--- config.mk ---
export PLATFORM = sky130hd
export DESIGN_NAME = display_scan_scheduler
export DESIGN_NICKNAME = d
export VERILOG_FILES = /design/src/rtl/scan_defs_pkg.sv /design/src/rtl/scan_slot_timer.sv /design/src/rtl/display_scan_scheduler.sv
export SDC_FILE = /design/constraint.sdc
export NUM_CORES = 1
export LEC_CHECK = 0
export CAP_MARGIN = 10
export CELL_PAD_IN_SITES_DETAIL_PLACEMENT = 0
export CELL_PAD_IN_SITES_GLOBAL_PLACEMENT = 1
export CORE_ASPECT_RATIO = 1.2
export CORE_MARGIN = 4
export CORE_UTILIZATION = 25
export DETAILED_ROUTE_END_ITERATION = 6
export PLACE_DENSITY = 0.52
export SLEW_MARGIN = 10
export SYNTH_ARGS = -nofsm -noshare
export SYNTH_HDL_FRONTEND = slang
export SYNTH_SLANG_ARGS = --single-unit
--- constraint.sdc ---
create_clock -name clkIn -period 2.3 [get_ports clkIn]
set_input_delay 0.345 -clock clkIn [delete_from_list [all_inputs] [get_ports clkIn]]
set_output_delay 0.345 -clock clkIn [all_outputs]
set_load 0.005 [all_outputs]
--- src/rtl/scan_defs_pkg.sv ---
// Shared definitions for the display scan scheduler: state encoding and sizing helpers.
package scan_defs;

    typedef enum logic {
        BLANK = 1'b0,
        DRIVE = 1'b1
    } scan_state_e;

    // A width of at least one bit is kept, so a 1- or 2-value range still gets a real vector.
    function automatic int clog2w(input int v);
        return (v <= 2) ? 1 : $clog2(v);
    endfunction

    function automatic int slot_cycles(input int clk_hz, input int refresh_hz, input int digits);
        return clk_hz / (refresh_hz * digits);
    endfunction

endpackage

--- src/rtl/scan_slot_timer.sv ---
// Per-slot cycle counter with the BLANK/DRIVE phase and the slot, blank and frame strobes.
module scan_slot_timer
    import scan_defs::*;
#(
    parameter int SLOT_CYCLES  = 8,
    parameter int BLANK_CYCLES = 2,
    parameter int CW           = 3
) (
    input  logic clkIn,
    input  logic rstNIn,
    input  logic selZeroIn,
    output logic blankEndOut,
    output logic slotEndOut,
    output logic boundaryOut
);

    localparam logic [CW-1:0] BLANK_LAST = CW'(BLANK_CYCLES - 1);
    localparam logic [CW-1:0] SLOT_LAST  = CW'(SLOT_CYCLES - 1);

    scan_state_e     state_q;
    logic [CW-1:0]   cnt_q;

    always_ff @(posedge clkIn or negedge rstNIn) begin
        if (!rstNIn) begin
            state_q <= BLANK;
            cnt_q   <= '0;
        end else begin
            case (state_q)
                BLANK: begin
                    cnt_q <= cnt_q + CW'(1);
                    if (cnt_q == BLANK_LAST) state_q <= DRIVE;
                end
                DRIVE: begin
                    if (cnt_q == SLOT_LAST) begin
                        cnt_q   <= '0;
                        state_q <= BLANK;
                    end else begin
                        cnt_q <= cnt_q + CW'(1);
                    end
                end
            endcase
        end
    end

    assign blankEndOut = (state_q == BLANK) && (cnt_q == BLANK_LAST);
    assign slotEndOut  = (state_q == DRIVE) && (cnt_q == SLOT_LAST);
    assign boundaryOut = (state_q == BLANK) && (cnt_q == '0) && selZeroIn;

endmodule

--- src/rtl/display_scan_scheduler.sv ---
// Multiplexed seven-segment scan controller with shadowed frame data and req/ack load.
// Optional brightness PWM within the drive window: define SCAN_DIM_PWM_EN.
module display_scan_scheduler
    import scan_defs::*;
#(
    parameter int DIGIT_COUNT   = 8,
    parameter int DATA_WIDTH    = 4,
    parameter int CLK_FREQUENCY = 100000000,
    parameter int REFRESH_RATE  = 1000,
    parameter int BLANK_CYCLES  = 16
) (
    input  logic                              clkIn,
    input  logic                              rstNIn,
`ifdef SCAN_DIM_PWM_EN
    input  logic [3:0]                        dimIn,
`endif
    input  logic [DIGIT_COUNT*DATA_WIDTH-1:0] digitsIn,
    input  logic [DIGIT_COUNT-1:0]            enMaskIn,
    input  logic                              loadReqIn,
    output logic                              loadAckOut,
    output logic [clog2w(DIGIT_COUNT)-1:0]    selOut,
    output logic [DIGIT_COUNT-1:0]            anodeOut,
    output logic [DATA_WIDTH-1:0]             digitOut,
    output logic                              frameStartOut
);

    localparam int SLOT_CYCLES = slot_cycles(CLK_FREQUENCY, REFRESH_RATE, DIGIT_COUNT);
    localparam int CW          = clog2w(SLOT_CYCLES);
    localparam int SW          = clog2w(DIGIT_COUNT);
    localparam logic [SW-1:0] SEL_LAST = SW'(DIGIT_COUNT - 1);

    if (DIGIT_COUNT < 2 || DIGIT_COUNT > 16) begin : g_bad_digits
        $error("display_scan_scheduler: DIGIT_COUNT must be within 2..16");
    end
    if (BLANK_CYCLES < 1 || SLOT_CYCLES <= BLANK_CYCLES + 1) begin : g_bad_slot
        $error("display_scan_scheduler: SLOT_CYCLES must exceed BLANK_CYCLES+1");
    end

    logic [DIGIT_COUNT-1:0][DATA_WIDTH-1:0] shadow_q;
    logic [DIGIT_COUNT-1:0]                 mask_q;
    logic [SW-1:0]                          sel_q;
    logic                                   ack_q;
    logic [DIGIT_COUNT-1:0]                 anode_q, anode_d, drive_pat;
    logic                                   blank_end, slot_end, boundary;

    scan_slot_timer #(
        .SLOT_CYCLES  (SLOT_CYCLES),
        .BLANK_CYCLES (BLANK_CYCLES),
        .CW           (CW)
    ) u_timer (
        .clkIn       (clkIn),
        .rstNIn      (rstNIn),
        .selZeroIn   (sel_q == '0),
        .blankEndOut (blank_end),
        .slotEndOut  (slot_end),
        .boundaryOut (boundary)
    );

    always_comb begin
        drive_pat = '1;
        if (mask_q[sel_q]) drive_pat[sel_q] = 1'b0;
    end

`ifdef SCAN_DIM_PWM_EN
    localparam int DRIVE_LEN = SLOT_CYCLES - BLANK_CYCLES;

    logic [3:0]    dim_q;
    logic [CW-1:0] on_lim, left_q, left_d;

    assign on_lim = CW'((DRIVE_LEN * (int'(dim_q) + 1)) >> 4);

    // left_q counts the remaining lit cycles after the current one.
    always_comb begin
        anode_d = anode_q;
        left_d  = left_q;
        if (left_q == '0) anode_d = '1;
        else              left_d  = left_q - CW'(1);
        if (blank_end) begin
            anode_d = (on_lim == '0) ? '1 : drive_pat;
            left_d  = (on_lim == '0) ? '0 : on_lim - CW'(1);
        end
        if (slot_end) anode_d = '1;
    end

    always_ff @(posedge clkIn or negedge rstNIn) begin
        if (!rstNIn) begin
            dim_q  <= 4'hF;
            left_q <= '0;
        end else begin
            left_q <= left_d;
            if (boundary) dim_q <= dimIn;
        end
    end
`else
    always_comb begin
        anode_d = anode_q;
        if (blank_end) anode_d = drive_pat;
        if (slot_end)  anode_d = '1;
    end
`endif

    always_ff @(posedge clkIn or negedge rstNIn) begin
        if (!rstNIn) begin
            shadow_q <= '0;
            mask_q   <= '0;
            sel_q    <= '0;
            ack_q    <= 1'b0;
            anode_q  <= '1;
        end else begin
            anode_q <= anode_d;
            ack_q   <= boundary && loadReqIn;
            if (boundary && loadReqIn) begin
                shadow_q <= digitsIn;
                mask_q   <= enMaskIn;
            end
            if (slot_end) sel_q <= (sel_q == SEL_LAST) ? '0 : sel_q + SW'(1);
        end
    end

    assign loadAckOut    = ack_q;
    assign selOut        = sel_q;
    assign anodeOut      = anode_q;
    assign digitOut      = shadow_q[sel_q];
    assign frameStartOut = boundary;

endmodule

Yosys cells after proc, flatten, opt, wreduce, memory -nomap -nowiden. Index checks and enable logic that the tools add are counted.

Register bits: 67.

Multiplexer cells: 15. Reductions and logical operators: 9. Add/subtract/negate cells: 2. Magnitude comparators: 2. Bitwise gates (word level): 2. Equality and inequality tests: 3.

Operators with widths (number): $pmux W14 S2 (1); $mux W8 (3); $add A14 B1 Y14 const B (1); $eq A14 B14 Y1 const B (1); $eq A14 B4 Y1 const B (1); $logic_not A14 Y1 (1); $mux W14 (1); $bmux W4 S3 (1); $not A8 Y8 (1); $logic_and A1 B1 Y1 (6); $lt A3 B4 Y1 const B (1); $mux W1 (4); $mux W4 (1); $add A3 B1 Y3 const B (1); $bmux W1 S3 (1); $demux W1 S3 (1); $eq A3 B3 Y1 const B (1); $ge A3 B1 Y1 const B (1); $logic_not A3 Y1 (1); $mux W3 (1); $pmux W1 S2 (1); $reduce_bool A2 Y1 (1); $not A1 Y1 (1).

Longest topological paths before layout. Gate-level depths: netlist of the first run.

Depth in word-level cells: 8. Depth in mapped cells: 9. Gate-level depth less buffers: 6.

Cells and area by module. From an unflattened synthesis of the first run, not the netlist that was laid out.

Cells, all modules: 241. Area total of the unflattened synthesis: 3101.7 um^2.

Modules (own cells, without submodules): display_scan_scheduler (cells an instance 166, area each 2349.8 um^2, instances 1, seq. area each 1311.3 um^2); scan_slot_timer (cells an instance 75, area each 752.0 um^2, instances 1, seq. area each 375.4 um^2).

Worst setup path before layout of the first run. OpenSTA, ideal clock, no wires.

Kind: register to register. From: reg sel_q[0], in the netlist selOut[0]. To: reg mask_q[0]. Setup time: 0.125 ns. Path slack: -0.208 ns. Data arrival time: 2.383 ns. Stages on the path, launching flop included: 10. Required time: 2.175 ns. Cell sequence: dfrtp_1 clkbuf_1 clkbuf_1 inv_1 ha_1 nand2_1 or3_1 nor3_4 buf_12 mux2_4.

Word-level cells in the longest chain between the ends: 3.

Ends and longest elaborated chain: start: declaration (RTL line display_scan_scheduler.sv:41) `logic [SW-1:0] sel_q;`; start signal: assignment (RTL line display_scan_scheduler.sv:116) `if (slot_end) sel_q <= (sel_q == SEL_LAST) ? '0 : sel_q + SW'(1);`; $logic_not A3 Y1 (RTL line display_scan_scheduler.sv:53) `.selZeroIn (sel_q == '0),`; $logic_and A1 B1 Y1 (RTL line scan_slot_timer.sv:47) `assign boundaryOut = (state_q == BLANK) && (cnt_q == '0) && selZeroIn;`; $logic_and A1 B1 Y1 (RTL line display_scan_scheduler.sv:112) `if (boundary && loadReqIn) begin`; end signal: assignment (RTL line display_scan_scheduler.sv:114) `mask_q <= enMaskIn;`; end: declaration (RTL line display_scan_scheduler.sv:40) `logic [DIGIT_COUNT-1:0] mask_q;`.

No other way between the ends. A chain may end at the register's enable or synchronous reset.

Worst setup path in the final report of the first run.
From: reg sel_q[0], in the netlist selOut[0]. To: out digitOut[0].

Word-level cells in the longest chain between the ends: 2.

Ends and longest elaborated chain: $bmux W4 S3 (RTL line display_scan_scheduler.sv:123) `assign digitOut = shadow_q[sel_q];`; $mux W4 (implied by the code) (RTL line display_scan_scheduler.sv:123); end: declaration (RTL line display_scan_scheduler.sv:23) `output logic [DATA_WIDTH-1:0] digitOut,`.

No other way between the ends. The select of a mux whose other input is x is not followed.

==> results of run 1 <==
[Yosys cell counts (all sizes together)]
cell     count
a21oi        1
and2         1
and3         1
and4         2
buf          5
clkbuf       6
dfrtp       59
dfstp        8
ha           5
inv          7
mux2        44
mux2i        8
mux4         8
nand2       14
nand3        2
nand4        5
nand4b       2
nand4bb      1
nor2        21
nor2b        1
nor3         8
nor4         3
nor4b        4
o21ai        3
o22ai        1
or2          1
or3          3
or3b         1
xnor2        6
xor2         5
[per-layer routing]
layer  vias to the layer above  GRT usage [%]  wire length, um
li1                       1005              -                -
met4                         0           4.55               97
met1                      1068           13.6             3480
met3                         5           2.78              279
met2                        43           16.9             3730
met5                         -              0                0
[worst max-delay path: stages (launching register included)]
cell and delay [ns]:
dfrtp_1 0.39, buf_12 0.13, buf_6 0.11, mux4_2 0.52
mux2_4 0.29, clkbuf_2 0.11
[cells in the final DEF, fill, tap and decap left out, drive strengths merged, types with 4 or more instances in the layout]
| cell | instances |
|---|---|
| clkbuf | 15 |
| dfstp | 8 |
| xor2 | 5 |
| inv | 7 |
| buf | 23 |
| mux4 | 8 |
| mux2 | 44 |
| ha | 5 |
| nor2 | 21 |
| nor4b | 4 |
| nor3 | 8 |
| mux2i | 8 |
| clkdlybuf4s50 | 53 |
| dfrtp | 59 |
| nand2 | 14 |
| xnor2 | 6 |
| nand4 | 5 |
[per-stage QoR]
stage / setup slack [ns] / hold slack [ns]
2_1_floorplan: 0.000326 / 0.0494
5_1_grt: -0.000299 / 0.519
4_1_cts: -0.0864 / 0.511
3_5_place_dp: 0.126 / 0.346
6_report: 0.0762 / 0.507
3_3_place_gp: 0.111 / 0.344
[final cells by class]
type	instances	share of cell area (%)
clock buffer	12	5.61
sequential	67	36.9
tap	168	4.60
timing repair buffer	82	17.8
multi-input combinational	151	33.8
clock inverter	4	0.547
inverter	7	0.684
[power by group through the flow]
stage          Clock [W]  Sequential, W  Combinational (W)
4_1_cts          0.00132        0.00127           0.000230
3_3_place_gp           0        0.00129           0.000227
5_1_grt          0.00137        0.00127           0.000242
3_5_place_dp           0        0.00129           0.000230
2_1_floorplan          0        0.00128           0.000101
6_report         0.00127        0.00127           0.000222
[registers in the layout, indices dropped and copies added, names as in the netlist]
signal           flops
mask_q               8
u_timer.cnt_q       14
selOut               3
loadAckOut           1
anodeOut             8
u_timer.state_q      1
shadow_q            32
[final timing paths]
path | startpoint | to | slack (ns)
min in group asynchronous | rstNIn | shadow_q[11] | 0.53
hold reg to reg | shadow_q[20] | shadow_q[20] | 0.51
max in group asynchronous | rstNIn | anodeOut[6] | 1.08
setup / recovery | selOut[0] | digitOut[0] | 0.08
hold / removal | shadow_q[20] | shadow_q[20] | 0.51
setup reg to reg | selOut[0] | shadow_q[14] | 0.15
[cells by family after synthesis]
family                     Yosys count  synth area share [%]
muxes                               60                  27.0
and+or+nand+nor                     70                  12.8
buffers and inverters               18                  4.47
AOI/OAI and AO/OA                    5                 0.783
xor gates and xnor gates            11                  2.87
adders and majority gates            5                  1.86
DFF                                 67                  50.2
[repair_timing]
| item | CTS | global route |
|---|---|---|
| endpoints found under the setup margin | 5 | 4 |
| endpoints found under the hold margin | 17 | 0 |
| setup buffers | 2 | 3 |
| resized for setup | 7 | 9 |
| hold buffers | 1 | 0 |
==> flow_summary_export.csv, run 1 <==
group,metric,value,unit
status,status,"complete, no violations",
finish,fin_util,34.7,%
power_and_ir_drop,p_comb_share,8.0,%
die,core,13200,um2
critical_path,path_class,"reg2out",
critical_path,crit_required,1.96,ns
routing,ant_nets,0,
clocking,cts_root_buf,"clkbuf_16",
placement,placed_area,4230,um2
clocking,clkLatencyLatePin,0.33,ns
finish,final_cell_area,4570,um2
power_and_ir_drop,power.leakage,1.95,nW
grt,grt.total_usage,10.6,%
sta,clock_skew,0.00874,ns
die,rows,46,
die,initial_core_util,25.5,%
die,fp.dieArea,15400,um2
die,die_h,135,um
yosys,syn_inst,236,
yosys,ys.warnings.count,0,
yosys,synth-seq-cells,67,
routing,post-route-drc-count,0,
routing,dr.pass1.iters,4,
sta,slew-limit-headroom,65.3,%
yosys,synth_fp_nets,284,
clocking,cts.path.max_buffers,2,
yosys,yosysTopAreaCell,"dfrtp_1",
grt,grt_max_degree,48,
yosys,syn_area,3360,um2
die,ios,60,
routing,routed_wl,7.59,mm
finish,diodes,0,
finish,regArea,1690,um2
clocking,cts_buffers,9,
placement,gp_congestion,0.709,
power_and_ir_drop,pwr-share-seq,45.9,%
sta,fmax,450,MHz
yosys,synth_cell_type_count,38,
die,die_w,114,um
power_and_ir_drop,switching_power,0.000583,W
clocking,cts_tree,"yes",
finish,nets,366,
sta,maxSlewViolCount,0,
grt,antenna_found_initial,0,
finish,syn_to_final_growth,36.2,%
routing,vias,2121,
routing,drt_iter0_drc,61,
min_path,hold_depth,1,
placement,dp.cells,469,
grt,overflow,0,
sta,fin_crit_sh,96.7,%
clocking,clk_pin_slew,0.05,ns
power_and_ir_drop,cell_internal_pwr,0.00218,W
placement,dp_hpwl,5.49,mm
critical_path,worst-r2r-cell-count,8,
finish,fill_cells,1301,
power_and_ir_drop,p_total,0.00276,W
sta,tns,0,ns
routing,avgViaCountPerCell,4.32,
finish,fin_cells,491,
yosys,yosysSeqAreaShare,50.2,%
grt,grt_pass1_vias,2325,
sta,tightestPinTransition,0.516,ns
grt,grt_first_pass_wirelength,12.4,mm
yosys,synth.top_cell.area_share,44.0,%
clocking,cts.htree.levels,3,
critical_path,end_kind,"output port",
yosys,netlist_top_cells_area,"dfrtp_1 44%, mux2_4 18%, dfstp_2 6.3%, mux4_2 5.4%, buf_12 2.4%",
finish,drive_gt1_share,35.6,%
finish,multi_input_area,1550,um2
job,maxCapViolCount,0,
yosys,synth_area_per_cell,14.2,um2
min_path,worstHoldPathType,"reg2reg",
placement,io_buffers,59,
critical_path,critPathMaxFanout,4,
sta,final.min_clock_period,2.22,ns
sta,setup_violations,0,
power_and_ir_drop,peakVddDrop,0.243,mV
routing,routedWlPerCell,15.5,um
critical_path,worstPathArrival,1.88,ns
sta,hold_viol,0,
power_and_ir_drop,netSwitchingFraction,21.1,%
power_and_ir_drop,p_clk_share,46.1,%
critical_path,cp-start-kind,"flop",
power_and_ir_drop,power_density,605,nW/um2
clocking,clock-sinks,67,
No activity file was read; power rests on OpenSTA's default activity.
==> run 2: changes to the inputs <==
--- a/config.mk
+++ b/config.mk
@@ -5,13 +5,14 @@
 export SDC_FILE = /design/constraint.sdc
 export NUM_CORES = 1
 export LEC_CHECK = 0
-export CAP_MARGIN = 10
+export CAP_MARGIN = 20
 export CELL_PAD_IN_SITES_DETAIL_PLACEMENT = 0
 export CELL_PAD_IN_SITES_GLOBAL_PLACEMENT = 1
 export CORE_ASPECT_RATIO = 1.2
 export CORE_MARGIN = 4
 export CORE_UTILIZATION = 25
 export DETAILED_ROUTE_END_ITERATION = 6
+export GPL_TIMING_DRIVEN = 0
 export PLACE_DENSITY = 0.52
 export SLEW_MARGIN = 10
 export SYNTH_ARGS = -nofsm -noshare
==> flow_summary_export.csv, run 2 (same netlist as run 1, synthesis figures left out) <==
group,metric,value,unit
finish,final_common_cell,"dfrtp_1",
sta,fin_crit_sh,97.5,%
finish,largest-register,"shadow_q",
critical_path,critPathMaxFanout,4,
grt,antenna_found_initial,0,
placement,gp_congestion,0.704,
die,die_w,114,um
sta,final.min_clock_period,2.24,ns
clocking,clkLatencyLatePin,0.33,ns
die,rows,46,
clocking,cts.htree.levels,3,
sta,slew-limit-headroom,60.2,%
clocking,cts_tree,"yes",
grt,grt_first_pass_wirelength,12.2,mm
sta,fmax,446,MHz
finish,nets,363,
finish,regArea,1690,um2
clocking,cts_root_buf,"clkbuf_16",
die,die_h,135,um
routing,met1_length,3.56,mm
routing,avgViaCountPerCell,4.38,
critical_path,crit_start,"selOut[0]",
finish,syn_to_final_growth,37.5,%
routing,dr.pass1.iters,4,
routing,vias,2139,
clocking,cts.path.max_buffers,2,
clocking,clock-sinks,67,
clocking,cts_buffers,9,
grt,grt_max_degree,36,
routing,post-route-drc-count,0,
finish,largest_reg_flops,32,
routing,drt_iter0_drc,65,
placement,io_buffers,59,
clocking,clk_pin_slew,0.06,ns
routing,ant_nets,0,
finish,diodes,0,
finish,fill_cells,1275,
status,status,"complete, no violations",
grt,grt.total_usage,10.5,%
min_path,worstHoldPathType,"in2async",
sta,tightestPinTransition,0.597,ns
grt,overflow,0,
sta,layout_setup_ws,0.0580,ns
critical_path,worstPathArrival,1.90,ns
sta,maxSlewViolCount,0,
grt,grt_pass1_vias,2223,
placement,dp_hpwl,5.51,mm
finish,drive_gt1_share,34.1,%
sta,hold_slack,0.504,ns
die,ios,60,
critical_path,crit_required,1.96,ns
routing,routedWlPerCell,15.7,um
finish,multi_input_area,1550,um2
critical_path,end_kind,"output port",
routing,wl_met2,3.72,mm
sta,rsz0062_at_grt,"no",
die,initial_core_util,25.5,%
routing,wl_met3,238,um
sta,clock_skew,0.00729,ns
critical_path,r2r-start,"selOut[0]",
routing,routed_wl,7.66,mm
die,fp.dieArea,15400,um2
placement,dp_slack,-0.244,ns
job,maxCapViolCount,0,
power_and_ir_drop,power_density,620,nW/um2
sta,setup_violations,0,
critical_path,path_class,"reg2out",
sta,hold_viol,0,
die,core,13200,um2
critical_path,cp-start-kind,"flop",
power_and_ir_drop,p_total,0.00286,W
routing,dr.max_layer_used,"met4",
power_and_ir_drop,power.leakage,1.95,nW
finish,final_cell_mix,"58 x dfrtp_1, 53 x clkdlybuf4s50_1, 42 x mux2_4",
finish,largestRegisters,"shadow_q x32, u_timer.cnt_q x14",
power_and_ir_drop,peakVddDrop,0.358,mV
run 2: cell count changes in the layout (fill, tap and decap cells not counted), moves of 2 or more:
cell,delta
clkbuf_1,+3
buf_4,-9
buf_6,+2
clkinvlp_4,-2
clkbuf_8,+3
run 2: final timing paths:
check | endpoint | slack [ns] | depth (start not counted)
max | digitOut[1] | 0.06 | 5
min reg2reg | shadow_q[0] | 0.50 | 1
min | shadow_q[7] | 0.50 | 2
min in group clkIn | shadow_q[0] | 0.50 | 1
max in group asynchronous | anodeOut[3] | 1.18 | 3
max reg2reg | mask_q[6] | 0.16 | 10
run 2: where the power goes:
| group | internal [W] | switching (W) | leakage (nW) |
|---|---|---|---|
| combinational | 0.000162 | 0.0000615 | 0.986 |
| sequential | 0.00124 | 0.0000314 | 0.820 |
| clock | 0.000897 | 0.000474 | 0.147 |
run 2: repair_timing:
action / 4_1_cts / 5_1_grt
hold endpoints to repair: 32 / 0
endpoints found under the setup margin: 44 / 9
pin swaps: 1 / 1
resized for setup: 20 / 7
hold buffers: 1 / 0
buffers inserted: 7 / 0
run 2: final cells by class:
type                       count  share of cell area [%]
sequential                    67                    36.6
multi-input combinational    151                    33.6
timing repair buffer          68                    14.3
clock buffer                  14                    5.72
tap                          168                    4.55
buffer                        11                    3.60
inverter                       7                   0.894
clock inverter                 2                   0.759
run 2: metrics by stage:
stage	util, %	area (um2)	setup TNS [ns]	std cells
after CTS	35.0	4610	-0.0222	488
after global placement	32.0	4220	-109.71	463
final	35.0	4620	0	488
after floorplan	-	3420	0	236
after global routing	35.0	4620	0	488
after detailed placement	32.1	4230	-9.38	464
run 2: critical path, stage by stage, from the launching register on:
cell and delay (ns):
dfrtp_1 0.36, clkbuf_8 0.15, clkbuf_16 0.15, mux4_2 0.51, mux2_4 0.28, buf_2 0.13
run 2: routing by layer:
layer  vias to the layer above  track usage [%]
met5                         -                0
met4                         0             4.95
met3                        10             2.20
met2                        51             15.9
met1                      1070             14.4
li1                       1008                -
